--- src/rtl/mem2p11_pkg.sv ---
// Shared sizing helpers for the mem2p11 FIFO controller and its pointer sub-module.
package mem2p11_pkg;

    // Address width; a one-word RAM still needs a 1-bit address.
    function automatic int unsigned clog2_min1(input int unsigned n);
        return ($clog2(n) > 0) ? $clog2(n) : 1;
    endfunction

    // Level spans 0..depth+1 because the RAM output register holds one extra word.
    function automatic int unsigned level_width(input int unsigned depth);
        return $clog2(depth + 2);
    endfunction

endpackage

--- src/rtl/mem2p11_ptr_wrap.sv ---
// Mod-DEPTH pointer: advances on inc, wraps DEPTH-1 -> 0, synchronous clr to zero.
module mem2p11_ptr_wrap
    import mem2p11_pkg::*;
#(
    parameter int unsigned  DEPTH = 2048,
    localparam int unsigned A     = clog2_min1(DEPTH)
) (
    input  logic         clk,
    input  logic         rst,
    input  logic         clr,
    input  logic         inc,
    output logic [A-1:0] ptr
);

    logic [A-1:0] ptr_q, ptr_d;

    always_comb begin
        ptr_d = ptr_q;
        if (clr) begin
            ptr_d = '0;
        end else if (inc) begin
            ptr_d = (ptr_q == A'(DEPTH - 1)) ? '0 : ptr_q + A'(1);
        end
    end

    always_ff @(posedge clk or posedge rst) begin
        if (rst) begin
            ptr_q <= '0;
        end else begin
            ptr_q <= ptr_d;
        end
    end

    assign ptr = ptr_q;

endmodule

--- src/rtl/mem2p11_fifo_ctrl.sv ---
// Show-ahead valid/ready FIFO controller around an external sync-write, registered-read RAM.
// Capacity is DEPTH words in RAM plus the word parked on the RAM output register.
module mem2p11_fifo_ctrl
    import mem2p11_pkg::*;
#(
    parameter int unsigned  DEPTH    = 2048,
    parameter int unsigned  WIDTH    = 24,
    parameter int unsigned  AF_LEVEL = DEPTH - 16,
    localparam int unsigned A        = clog2_min1(DEPTH),
    localparam int unsigned L        = level_width(DEPTH)
) (
    input  logic             clk,
    input  logic             rst,
    input  logic             clr,
    input  logic             wr_valid,
    output logic             wr_ready,
    input  logic [WIDTH-1:0] wr_data,
    output logic             rd_valid,
    input  logic             rd_ready,
    output logic [WIDTH-1:0] rd_data,
    output logic [L-1:0]     level,
    output logic             almost_full,
    output logic [A-1:0]     mem_addrw,
    output logic [WIDTH-1:0] mem_din,
    output logic             mem_mew,
    output logic [A-1:0]     mem_addrr,
    output logic             mem_mer,
    input  logic [WIDTH-1:0] mem_dout
);

    logic [L-1:0] mcnt_q, mcnt_d;
    logic [L-1:0] level_q, level_d;
    logic         ov_q, ov_d;
    logic         af_q, af_d;
    logic         wr, pop, fetch;

    always_comb begin
        wr_ready = (mcnt_q != L'(DEPTH)) & ~clr;
        // Block RAM writes while reset is asserted even though wr_ready reads 1.
        wr       = wr_valid & wr_ready & ~rst;
        pop      = ov_q & rd_ready;
        fetch    = (mcnt_q != '0) & (~ov_q | rd_ready) & ~clr;

        mcnt_d = mcnt_q;
        if (wr && !fetch) begin
            mcnt_d = mcnt_q + L'(1);
        end else if (!wr && fetch) begin
            mcnt_d = mcnt_q - L'(1);
        end

        level_d = level_q;
        if (wr && !pop) begin
            level_d = level_q + L'(1);
        end else if (!wr && pop) begin
            level_d = level_q - L'(1);
        end

        ov_d = fetch ? 1'b1 : (pop ? 1'b0 : ov_q);

        if (clr) begin
            mcnt_d  = '0;
            level_d = '0;
            ov_d    = 1'b0;
        end

        af_d = 32'(level_d) >= AF_LEVEL;
    end

    always_ff @(posedge clk or posedge rst) begin
        if (rst) begin
            mcnt_q  <= '0;
            level_q <= '0;
            ov_q    <= 1'b0;
            af_q    <= 1'b0;
        end else begin
            mcnt_q  <= mcnt_d;
            level_q <= level_d;
            ov_q    <= ov_d;
            af_q    <= af_d;
        end
    end

    mem2p11_ptr_wrap #(
        .DEPTH (DEPTH)
    ) u_wptr (
        .clk (clk),
        .rst (rst),
        .clr (clr),
        .inc (wr),
        .ptr (mem_addrw)
    );

    mem2p11_ptr_wrap #(
        .DEPTH (DEPTH)
    ) u_rptr (
        .clk (clk),
        .rst (rst),
        .clr (clr),
        .inc (fetch),
        .ptr (mem_addrr)
    );

    assign mem_mew     = wr;
    assign mem_din     = wr_data;
    assign mem_mer     = fetch;
    assign rd_valid    = ov_q;
    assign rd_data     = mem_dout;
    assign level       = level_q;
    assign almost_full = af_q;

endmodule

--- config.mk ---
export PLATFORM = sky130hd
export DESIGN_NAME = mem2p11_fifo_ctrl
export DESIGN_NICKNAME = d
export VERILOG_FILES = /design/src/rtl/mem2p11_pkg.sv /design/src/rtl/mem2p11_ptr_wrap.sv /design/src/rtl/mem2p11_fifo_ctrl.sv
export SDC_FILE = /design/constraint.sdc
export NUM_CORES = 1
export LEC_CHECK = 0
export ABC_AREA = 1
export ABC_CLOCK_PERIOD_IN_PS = 5400
export CAP_MARGIN = 20
export CORE_MARGIN = 3
export CORE_UTILIZATION = 40
export CTS_CLUSTER_DIAMETER = 60
export CTS_CLUSTER_SIZE = 10
export DETAILED_ROUTE_END_ITERATION = 10
export PLACE_DENSITY_LB_ADDON = 0.2
export SYNTH_ARGS = -nofsm -noshare
export SYNTH_HDL_FRONTEND = slang
export SYNTH_HIERARCHICAL = 1
export SYNTH_SLANG_ARGS = --single-unit
--- constraint.sdc ---
create_clock -name clk -period 5.4 [get_ports clk]
set_input_delay 1.08 -clock clk [delete_from_list [all_inputs] [get_ports clk]]
set_output_delay 1.08 -clock clk [all_outputs]
set_load 0.05 [all_outputs]
Yosys cells after proc, flatten, opt, wreduce, memory -nomap -nowiden. Index checks and enable logic that the tools add are counted.

Bitwise logic cells: 10. Reduce and logical (&&, ||, !) cells: 12. $add $sub $neg: 6. Multiplexer cells: 15. Equal/unequal tests: 3. Order comparisons: 1.

Operators by type and width (count): $mux 12 (6); $mux 11 (6); $add 12x1->12 const B (2); $sub 12x1->12 const B (2); $add 11x1->11 const B (2); $eq 11x11->1 const B (2); $ge 12x11->1 const B (1); $ne 12x12->1 const B (1); $reduce_bool 12->1 (1); $and 1x1->1 (6); $reduce_bool 3->1 (2); $logic_and 1x1->1 (4); $reduce_bool 2->1 (2); $logic_not 1->1 (3); $mux 1 (3); $not 1->1 (3); $or 1x1->1 (1).

Logic and storage cells: 53. Input bits: 53. Register bits after elaboration: 48. Output and inout port bits: 87.

Depth between registers and ports, before layout.
Depth after elaboration: 10. Depth in mapped cells: 16. Depth with buffers taken out: 16.

Modules after synthesis. Netlist, hierarchy kept.

By module, submodules not included: mem2p11_fifo_ctrl (times used 1, area each 2558.7 um2, cells an instance 368, sequential area each 650.6 um2); mem2p11_ptr_wrap (times used 2, area each 701.9 um2, cells an instance 88, sequential area each 275.3 um2).

Worst setup path before layout. Ideal clock, no wire load.

Path type: input to register. Start point: input port wr_valid. End point: register mcnt_q[9]. Library setup time: 0.123 ns. Data arrival time: 3.006 ns. Buffers on the path: 0. Setup slack: 2.271 ns. Data required time: 5.277 ns. Stages: 14. Path through: inv_1 nor2_1 nand3_4 inv_6 nand2_4 ha_1 a21oi_1 inv_1 a31oi_1 o21ai_0 a21oi_1 a21oi_1 o21ai_0 nand2_1.

Cells in the longest elaborated chain, start to end: 5. Elaborated cells between the ends (all ways): 8. Classes of those cells: mux (2); bitwise (2); reduce/logical (4).

Ends and longest elaborated chain: start: declaration (line mem2p11_fifo_ctrl.sv:15) `input logic wr_valid,`; $and 1x1->1 (*) (2 in series) (line mem2p11_fifo_ctrl.sv:40) `wr = wr_valid & wr_ready & ~rst;`; via mem_mew (line mem2p11_fifo_ctrl.sv:25) `output logic mem_mew,`; $logic_and 1x1->1 or $logic_not 1->1 (tied branches) (line mem2p11_fifo_ctrl.sv:45, mem2p11_fifo_ctrl.sv:47); $mux 12 or $logic_and 1x1->1 (tied branches) (line mem2p11_fifo_ctrl.sv:45, mem2p11_fifo_ctrl.sv:47); $mux 12 or $reduce_bool 3->1 (tied branches); end signal: assignment (line mem2p11_fifo_ctrl.sv:76) `mcnt_q <= mcnt_d;`; end: declaration (line mem2p11_fifo_ctrl.sv:31) `logic [L-1:0] mcnt_q, mcnt_d;`.

The timed path passes the listed nets; every way through them passes the cells marked *. A chain may end at the register's enable or synchronous reset.

Worst setup path after layout.
Start point: input port clr. End point: output port mem_mer.

Cells in the longest elaborated chain, start to end: 2.

Ends and longest elaborated chain: start: declaration (line mem2p11_fifo_ctrl.sv:14) `input logic clr,`; $not 1->1 (line mem2p11_fifo_ctrl.sv:42) `fetch = (mcnt_q != '0) & (~ov_q | rd_ready) & ~clr;`; $and 1x1->1 (line mem2p11_fifo_ctrl.sv:42); end: declaration (line mem2p11_fifo_ctrl.sv:27) `output logic mem_mer,`.

Every way passes these cells.

==> impl_metrics.py <==
metrics = {
    "run_status": {
        "status": "completed",
    },
    "layout": {
        "final_common_cell": "nand2_1",
        "final_nets": 612,
        "drive_gt1_share_pct": 11.76,
        "diodes": 0,
        "final_cell_mix": "nand2_1 (129), inv_1 (63), nor2_1 (48), dfrtp_1 (48), clkdlybuf4s50_1 (43)",
        "num-fill-cells": 976,
        "syn_to_final_growth_pct": 8.241,
    },
    "power_and_ir_drop": {
        "p_comb_share_pct": 48.1,
        "p_leak_nw": 2.046,
        "p_int_w": 0.0008066,
        "clock_power_share_pct": 18.9,
        "pwr-share-seq_pct": 33.0,
        "power_density_nw_per_um2": 336.2,
        "switching_share_pct": 44.06,
        "switchingPower_w": 0.0006354,
        "ir_drop_mv": 0.1634,
    },
    "setup_path": {
        "critPathKind": "input port to primary output",
        "cp-end-kind": "primary output",
        "slowest_stage": "clkdlybuf4s50_1",
        "path_max_fanout": 14,
        "crit_end": "mem_mer",
        "arrival_ns": 3.35,
        "timing.rr.start": "mcnt_q[8]$_DFFE_PP0P_",
        "r2r_cells": 16,
        "crit_chain": "clkdlybuf4s50_1 > buf_4 > inv_1 > nand3_2 > inv_1 > clkdlybuf4s50_1",
        "crit_path_max_incr_delay_ns": 0.86,
        "startpoint_type": "input port",
        "crit_required_ns": 4.32,
        "startpoint": "clr",
        "regToRegSetupSlack_ns": 2.56,
        "r2r-end": "mcnt_q[9]$_DFFE_PP0P_",
    },
    "cts": {
        "clk_pin_slew_ns": 0.09,
        "cts_htree_levels": 2,
        "cts.sinks": 48,
        "clk_latency_ns": 0.31,
        "post_cts_buffers": 0,
        "numCtsBuffers": 5,
        "clock-root-buffer": "clkbuf_8",
        "post_cts_resized": 0,
        "cts_max_path_buffers": 2,
        "cts_tree": "built",
        "hold_buffers": 0,
    },
    "logic_synthesis": {
        "synthDominantCellAreaShare_pct": 30.31,
        "ys_warn_count": 6,
        "synth-seq-cells": 48,
        "avgSynthCellArea_sq_um": 7.284,
        "ys_types": 42,
        "synth_fp_nets": 613,
        "netlist_area_sq_um": 3963,
        "yosysSeqAreaShare_pct": 30.31,
        "synth.area.top_cells": "dfrtp_1 (30%), nand2_1 (12%), buf_4 (9.1%)",
        "synth_area_leader_cell": "dfrtp_1",
        "synthCells": 544,
    },
    "placed_design": {
        "place_ws_ns": 0.9453,
        "hpwl_um": 6525,
        "portBuffers": 43,
        "finalWeightedCongestion": 0.9214,
    },
    "timing": {
        "final_hold_viol_count": 0,
        "fin_crit_ns": 4.433,
        "relSlewSlack_pct": 64.92,
        "fin_skew_ns": 0.01563,
        "max_freq_mhz": 225.6,
        "finalSetupViolations": 0,
        "rsz0062_at_grt": "false",
        "fin_crit_sh_pct": 82.10,
        "maxSlewViolCount": 0,
        "tns_ns": 0,
        "tightest_slew_ns": 0.5245,
        "layout_setup_ws_ns": 0.9665,
    },
    "hold_path": {
        "worstHoldPathType": "flop to flop",
        "min-delay-start": "mcnt_q[7]$_DFFE_PP0P_",
    },
    "die": {
        "die_area_sq_um": 11140,
        "fp.dieH_um": 105.5,
        "die_x_um": 105.5,
        "start_util_pct": 42.09,
        "rows": 35,
        "core_sq_um": 9415,
        "io_pins": 140,
    },
    "drt": {
        "detail-route-antenna-nets": 0,
        "via_per_inst": 4.866,
        "drt_iter0_drc": 143,
        "drt-wirelength-per-cell_um": 12.62,
        "dr.pass1.iters": 4,
        "vias": 3275,
        "drc": 0,
        "routed_wirelength_um": 8494,
    },
    "global_route": {
        "grt_first_pass_wirelength_um": 14940,
        "track_usage_pct": 15.84,
        "antenna_found_initial": 0,
        "grt_pass1_vias": 3147,
        "globalRoute.totalOverflow": 0,
        "grt_max_degree": 27,
    },
    "job": {
        "drv_cap": 0,
    },
}
-- cells by family after synthesis --
| kind of cell | synth area share, % |
|---|---|
| AO/OA/AOI/OAI | 8.873 |
| XOR/XNOR | 5.305 |
| adder cells (fa/ha/maj) | 5.242 |
| buffers and inverters | 18.28 |
| flip-flops | 30.31 |
| AND/OR/NAND/NOR | 31.99 |
-- flip-flops by register name, summed over array words and instances, names as in the netlist --
register	flops
level	12
almost_full	1
rd_valid	1
u_wptr/ptr	11
mcnt_q	12
u_rptr/ptr	11
-- cell type report --
cell class                 count  area, sq um  area share [%]
multi-input combinational    368         2037           47.49
timing repair buffer          45        445.4           10.39
tap                          129        161.4           3.763
inverter                      75        329.1           7.672
clock inverter                 3        46.29           1.079
sequential                    48         1201           28.00
clock buffer                   5        68.82           1.604
-- worst max-delay path: cells and delay by family --
kind | cells | cell delay, ns
buf+inv | 5 | 2.06
simple gates | 1 | 0.20
-- how the worst min path moves through the flow --
stage | endpoint | slack [ns] | cells after the start
finish | mcnt_q[7]$_DFFE_PP0P_ | 0.53 | 2
global route | mcnt_q[8]$_DFFE_PP0P_ | 0.56 | 2
CTS | mcnt_q[8]$_DFFE_PP0P_ | 0.53 | 2
detailed placement | mcnt_q[8]$_DFFE_PP0P_ | 0.51 | 2
global placement | mcnt_q[8]$_DFFE_PP0P_ | 0.50 | 2
floorplan | mcnt_q[8]$_DFFE_PP0P_ | 0.48 | 2
-- cell usage after synthesis, drive strengths merged --
master     n
o2111ai    1
nand3b     2
a21o       1
bufinv     2
a221oi     1
a31oi      3
and3       2
a21oi     20
nor3       4
dfrtp     48
xnor2      7
nand4      9
clkinv     4
xor2      17
clkbuf     2
ha        15
o21ai     34
nand3     38
nor2      71
buf       51
o22ai      2
fa         1
nand2    139
a22oi      1
inv       69
-- stage by stage --
step                cells  utilization, %  instance area (sq um)  total power (W)  hold slack, ns
floorplan             544               -                   3963         0.001108          0.4778
global route          673           45.55                   4289         0.001568          0.5574
CTS                   673           45.55                   4289         0.001460          0.5331
detailed placement    665           44.33                   4174         0.001175          0.5079
global placement      665           44.33                   4174         0.001169          0.4981
finish                673           45.55                   4289         0.001442          0.5298
-- power groups by stage --
| stage | registers (W) | clock network, W | logic [W] |
|---|---|---|---|
| finish | 0.000476 | 0.000273 | 0.000693 |
| global route | 0.000486 | 0.000297 | 0.000785 |
| CTS | 0.000476 | 0.000287 | 0.000697 |
| detailed placement | 0.000483 | 0 | 0.000692 |
| global placement | 0.000482 | 0 | 0.000687 |
| floorplan | 0.000537 | 0 | 0.000571 |
-- routing by layer --
metal  global-route usage, %  up-vias  wire length, um
met5                       0        -                0
met4                   3.978        0               99
met3                   3.184       14              464
met2                   25.82       77             3814
met1                   21.52     1513             4116
li1                        -     1671                -
(Power assumes the default switching activity.)
